--- config.mk ---
export PLATFORM = sky130hd
export DESIGN_NAME = weight_skew_fifo
export DESIGN_NICKNAME = d
export VERILOG_FILES = /design/src/rtl/tpu_pkg.sv /design/src/rtl/weight_skew_delay.sv /design/src/rtl/weight_skew_fifo.sv
export SDC_FILE = /design/constraint.sdc
export NUM_CORES = 1
export LEC_CHECK = 0
export CAP_MARGIN = 0
export CORE_AREA = 10 10 142 144
export CTS_BUF_LIST = sky130_fd_sc_hd__clkbuf_8
export DETAILED_ROUTE_END_ITERATION = 8
export DIE_AREA = 0 0 152 154
export HOLD_SLACK_MARGIN = 0.08
export MAX_ROUTING_LAYER = met4
export PLACE_DENSITY_LB_ADDON = 0.05
export SLEW_MARGIN = 30
export SYNTH_ARGS = -nofsm -noshare
export SYNTH_HDL_FRONTEND = slang
export SYNTH_SLANG_ARGS = --single-unit
--- constraint.sdc ---
create_clock -name clk -period 2.8 [get_ports clk]
set_input_delay 0.7 -clock clk [delete_from_list [all_inputs] [get_ports clk]]
set_output_delay 0.7 -clock clk [all_outputs]
set_load 0.01 [all_outputs]
--- src/rtl/tpu_pkg.sv ---
// Shared TPU constants and the row/lane slicing helper used by the systolic
// array, the input FIFOs and the weight skew FIFO.
package tpu_pkg;

    localparam int unsigned TPU_DATA_WIDTH = 8;
    localparam int unsigned TPU_NUM_COLS   = 4;

    // Widest row/lane the helper can slice; callers size-cast in and out.
    localparam int unsigned TPU_MAX_ROW_W  = 1024;
    localparam int unsigned TPU_MAX_LANE_W = 64;

    typedef logic [TPU_MAX_ROW_W-1:0]  tpu_row_t;
    typedef logic [TPU_MAX_LANE_W-1:0] tpu_lane_t;

    // Lane c of a packed row, lane c = bits [w*(c+1)-1 : w*c].
    function automatic tpu_lane_t get_lane(input tpu_row_t    row,
                                           input int unsigned c,
                                           input int unsigned w = TPU_DATA_WIDTH);
        tpu_row_t  sh;
        tpu_lane_t mask;
        sh   = row >> (c * w);
        mask = (w >= TPU_MAX_LANE_W) ? '1 : ((tpu_lane_t'(1) << w) - tpu_lane_t'(1));
        return sh[TPU_MAX_LANE_W-1:0] & mask;
    endfunction

endpackage

--- src/rtl/weight_skew_delay.sv ---
// Fixed-length {valid, data} delay line for one lane of the weight skew stage.
module weight_skew_delay #(
    parameter int unsigned DATA_WIDTH = 8,
    parameter int unsigned STAGES     = 1
) (
    input  logic                  clk,
    input  logic                  reset,
    input  logic                  clear,
    input  logic                  d_valid,
    input  logic [DATA_WIDTH-1:0] d_data,
    output logic                  q_valid,
    output logic [DATA_WIDTH-1:0] q_data
);

    logic [DATA_WIDTH:0] pipe [STAGES];

    // Shift every cycle; reset and clear drop anything in flight.
    always_ff @(posedge clk or posedge reset) begin
        if (reset) begin
            for (int unsigned i = 0; i < STAGES; i++) pipe[i] <= '0;
        end else if (clear) begin
            for (int unsigned i = 0; i < STAGES; i++) pipe[i] <= '0;
        end else begin
            pipe[0] <= {d_valid, d_data};
            for (int unsigned i = 1; i < STAGES; i++) pipe[i] <= pipe[i-1];
        end
    end

    assign q_valid = pipe[STAGES-1][DATA_WIDTH];
    assign q_data  = pipe[STAGES-1][DATA_WIDTH-1:0];

endmodule

--- src/rtl/weight_skew_fifo.sv ---
// Weight row FIFO for the top edge of the systolic array: circular buffer with
// FWFT output, recirculating replay and a diagonal per-lane skew stage.
module weight_skew_fifo
    import tpu_pkg::*;
#(
    parameter int unsigned DATA_WIDTH = TPU_DATA_WIDTH,
    parameter int unsigned NUM_COLS   = TPU_NUM_COLS,
    parameter int unsigned DEPTH      = 4
) (
    input  logic                               clk,
    input  logic                               reset,
    input  logic                               clear,
    input  logic                               recirc,
    input  logic                               in_valid,
    output logic                               in_ready,
    input  logic [DATA_WIDTH*NUM_COLS-1:0]     in_data,
    output logic                               out_valid,
    input  logic                               out_ready,
    output logic [DATA_WIDTH*NUM_COLS-1:0]     out_data,
    output logic [DATA_WIDTH*NUM_COLS-1:0]     skew_data,
    output logic [NUM_COLS-1:0]                skew_valid,
    output logic [$clog2(DEPTH):0]             count,
    output logic                               full,
    output logic                               empty
);

    localparam int unsigned ADDR_W = $clog2(DEPTH);
    localparam int unsigned ROW_W  = DATA_WIDTH * NUM_COLS;

    logic [ROW_W-1:0]  mem [DEPTH];
    logic [ADDR_W-1:0] rd_ptr;
    logic [ADDR_W-1:0] wr_ptr;
    logic              push;
    logic              pop;
    logic              wr_en;
    logic [ROW_W-1:0]  wr_data;

    assign empty     = (count == '0);
    assign full      = (count == (ADDR_W+1)'(DEPTH));
    assign in_ready  = ~full & ~recirc;
    assign out_valid = ~empty;
    assign out_data  = empty ? '0 : mem[rd_ptr];

    assign push = in_valid & in_ready;
    assign pop  = out_valid & out_ready;

    // Recirculation reuses the write port: the popped head goes back to the tail.
    assign wr_en   = ~clear & (push | (recirc & pop));
    assign wr_data = recirc ? out_data : in_data;

    // Row storage, intentionally not reset.
    always_ff @(posedge clk) begin
        if (wr_en) mem[wr_ptr] <= wr_data;
    end

    // Pointer and occupancy update; clear has priority over all traffic.
    always_ff @(posedge clk or posedge reset) begin
        if (reset) begin
            rd_ptr <= '0;
            wr_ptr <= '0;
            count  <= '0;
        end else if (clear) begin
            rd_ptr <= '0;
            wr_ptr <= '0;
            count  <= '0;
        end else begin
            if (wr_en) wr_ptr <= wr_ptr + ADDR_W'(1);
            if (pop)   rd_ptr <= rd_ptr + ADDR_W'(1);
            case ({wr_en, pop})
                2'b10:   count <= count + (ADDR_W+1)'(1);
                2'b01:   count <= count - (ADDR_W+1)'(1);
                default: count <= count;
            endcase
        end
    end

    // Lane c is delayed c+1 cycles so popped rows enter the array diagonally.
    for (genvar c = 0; c < NUM_COLS; c++) begin : g_lane
        logic [DATA_WIDTH-1:0] lane_in;
        logic [DATA_WIDTH-1:0] lane_q;
        logic                  lane_v;

        assign lane_in = pop ? DATA_WIDTH'(get_lane(tpu_row_t'(out_data), c, DATA_WIDTH)) : '0;

        weight_skew_delay #(
            .DATA_WIDTH (DATA_WIDTH),
            .STAGES     (c + 1)
        ) u_delay (
            .clk     (clk),
            .reset   (reset),
            .clear   (clear),
            .d_valid (pop),
            .d_data  (lane_in),
            .q_valid (lane_v),
            .q_data  (lane_q)
        );

        assign skew_data[DATA_WIDTH*c +: DATA_WIDTH] = lane_q;
        assign skew_valid[c]                         = lane_v;
    end

endmodule

==> impl_results.md <==
- DP HPWL: 10900 um
- Final worst-path cycle share: just under 100%
- Hold Slack: between 400 and 500 ps
- Total number of vias: about 4500
- Area share of the largest cell type after synthesis: 43.5%
- Final Wtd Congestion: between 0.7 and 0.8
- Syn nets: 541
- CTS root buf: clkbuf_8
- Global-route wire length before repair: ~29000 um
- H-Tree Depth: 2
- Worst-path clk slew: approximately 60 ps
- Clock tree buffer depth: 3
- Die height: between 150 and 200 um
- Mapped Cells: roughly 500
- CTS tree: done
- Chip Width: ~150 um
- Dpl ws: 10.6 ps
- Max VDD drop: approximately 0.00053 V
- Clock Latency Late Sink: between 500 and 600 ps
- DP Area: 10200 um2
- Fmax: approximately 360 MHz
- Drt initial violations: around 240
- GRT Total Usage: between 10% and 20%
- Critical Path Start Type: register
- Vias in the first global route: around 5000
- Mapped Area: about 9000 um2
- 1st-pass router iterations: 4
- Total Routed Length: around 18000 um
- R2R Path Start: count[2]$_DFFE_PP0P_
- Starting Density: roughly half
- Core Area: around 17000 um2
- Crit path kind: reg2out
- Register area share after synthesis: roughly 69%
- Final cell count without fillers: 896
- Cell taking the most area after synthesis: edfxtp_1
- Reg-to-reg critical path endpoint: count[2]$_DFFE_PP0P_
- Hold crit path type: reg2reg
- Max stage delay on crit path: approximately 450 ps
- Total clock sinks: ~220
- Worst Reg-to-Reg Cells: 9
- Max FO, Critical Path: 6
- Total Power: 10.4 mW
- Worst Tran Pin Value: between 600 and 700 ps
- Yosys reg bits: roughly 220
- Lkg Pwr: approximately 4.6 nW
- Crit path from: rd_ptr[0]$_DFFE_PP0P_
- Max Slew Vio Count: 0
- Status: completed
- Syn avg cell area: 17.8 um2
- Grt total ovfl: 0
- Final core occ: 64.6%
- Largest net degree at the start of global routing: 63
- Slowest cell on crit path: mux4_2
- DP Cell Count: between 800 and 900
- CP Capture Point: out_data[15]
- Port buffer count: 112
- Std-Cell Rows: 48
- RSZ-0062 raised after global routing: true
- Min Tclk post-route: about 2800 ps
- Max-Slew Margin vs Limit: a little under three fifths
- Cell chain of the critical path: buf_6 -> buf_4 -> buf_12 -> mux4_2 -> and2_4 -> buf_6
- Nets: approximately 690
- # IOs: between 100 and 150
- Synth cell types: 28
- Final worst slack: around 21 ps
- Synth warn: 0
- Final setup violation count: 0
- CP Capture Type: output pin
- Post-CTS Hold Buffers: 0
- Layout cell share with drive strength beyond 1: just under 40%
- Wire per inst: about 20 um
- CTS buffer count: 37
- Critical path required time: ~2100 ps
- WP data arrival: roughly 2100 ps
- Power Dens Cells: ~940 nW/um2
- Die area: roughly 23000 um2
- Area Overhead vs Synth: 25.4%
- # DRC: 0
- Crit-path most repeated cell: buf_6
- Avg Vias per Cell: about 5.0
- Fin area: approximately 11000 um2
- Initial antenna violation count: 0
- Final Hold Violating Endpoints: 0
- Max cap viols: 0
- Setup TNS Final: 0 ps
- Worst reg2reg setup slack: 500 ps
- Post-route ant nets: 0
- Setup Skew: between 20 and 30 ps
- ANT cells: 0
- Ranking of synthesized cells by area: edfxtp_1 43%, dfrtp_1 26%, mux4_2 7.1%
==> worst min path at each step <==
stage,start,to,slack [ps],cells after the start
floorplan,g_lane[1].u_delay.pipe[9]$_DFF_PP0_,g_lane[1].u_delay.q_data[0]$_DFF_PP0_,440,1
global placement,g_lane[2].u_delay.pipe[23]$_DFF_PP0_,g_lane[2].u_delay.pipe[14]$_DFF_PP0_,440,1
detailed placement,g_lane[3].u_delay.pipe[11]$_DFF_PP0_,g_lane[3].u_delay.q_data[2]$_DFF_PP0_,450,1
CTS,g_lane[1].u_delay.pipe[13]$_DFF_PP0_,g_lane[1].u_delay.q_data[4]$_DFF_PP0_,460,1
global route,g_lane[2].u_delay.pipe[21]$_DFF_PP0_,g_lane[2].u_delay.pipe[12]$_DFF_PP0_,480,1
finish,g_lane[1].u_delay.pipe[13]$_DFF_PP0_,g_lane[1].u_delay.q_data[4]$_DFF_PP0_,450,1
==> cell usage after synthesis <==
| cell | number |
|---|---|
| nor2b_1 | 54 |
| xor2_1 | 4 |
| mux4_2 | 28 |
| mux2_2 | 6 |
| mux2_4 | 28 |
| o31ai_2 | 1 |
| edfxtp_1 | 128 |
| and2_4 | 28 |
| and2_2 | 20 |
| xnor2_1 | 1 |
| buf_2 | 4 |
| and2_1 | 22 |
| mux2i_1 | 4 |
| nor2_1 | 11 |
| buf_1 | 2 |
| mux4_1 | 4 |
| dfrtp_1 | 91 |
| buf_4 | 29 |
| fa_1 | 1 |
| buf_6 | 1 |
| a21oi_2 | 1 |
| ha_1 | 4 |
| inv_1 | 4 |
| buf_12 | 3 |
| nand3_1 | 1 |
| nand2b_1 | 2 |
| or3_1 | 1 |
| clkbuf_1 | 15 |
==> layout make-up <==
class / count / area [um2]
sequential: 219 / 6120
multi-input combinational: 221 / 2340
fill: 1276 / 6090
clock buffer: 39 / 537
timing repair buffer: 162 / 1670
tap: 225 / 282
inverter: 4 / 18.8
clock inverter: 26 / 115
==> what timing repair did <==
action,in CTS,in global routing
pin swaps,26,3
setup endpoints to repair,34,24
buffers inserted,18,4
resized for setup,165,6
cloned,5,0
==> state kept, by name, summed over array words and instances (netlist names) <==
signal                  flops
rd_ptr                      2
g_lane.u_delay.q_data      24
count                       3
wr_ptr                      2
mem                       128
g_lane.u_delay.pipe        57
g_lane.u_delay.q_valid      3
==> cells by family (layout without fill, tap and decap cells) <==
kind of cell,Yosys count,count (layout),synth area share (%)
flops,219,219,69.2
simple gates,139,139,10.6
mux,70,70,14.3
buf+inv,58,231,4.39
fa+ha+maj,5,5,0.792
xor+xnor,5,5,0.495
compound gates,2,2,0.241
==> power breakdown <==
group / switching (mW) / leakage, nW / internal, mW
sequential: 0.0975 / 2.43 / 3.94
clock: 1.19 / 0.390 / 1.29
combinational: 1.69 / 1.75 / 2.20
total: 2.97 / 4.56 / 7.43
==> routing by layer <==
layer,wire (um),track usage [%],part of all wire (%),up-vias
li1,-,-,-,2035
met1,8050,19.9,44,2316
met2,9080,25.6,50,117
met3,887,3.99,4.8,29
met4,282,4.45,1.5,0
met5,0,-,0,-
==> cell usage in the layout (no fill, tap or decap), types with 2 or more instances in the layout <==
cell	netlist	final
mux2_2	6	6
buf_12	3	10
nor2_1	11	10
nor2b_1	54	54
mux4_2	28	32
edfxtp_1	128	128
nand2b_1	2	2
and2_4	28	31
and2_1	22	15
buf_2	4	12
inv_1	4	19
mux2_4	28	28
clkbuf_8	0	39
xor2_1	4	4
mux2i_1	4	4
ha_1	4	4
dfrtp_1	91	88
dfrtp_2	0	3
clkinv_1	0	3
clkinv_2	0	4
clkdlybuf4s50_1	0	77
clkinvlp_4	0	3
buf_16	0	2
and2_2	20	24
buf_4	29	33
buf_6	1	24
==> worst max-delay path: cells and delay by family, from the launching register on <==
family,cells,cell delay (ps)
buffers and inverters,4,500
flip-flops,1,430
AND/OR/NAND/NOR,1,160
multiplexers,1,450
No activity file was read; power rests on OpenSTA's default activity.
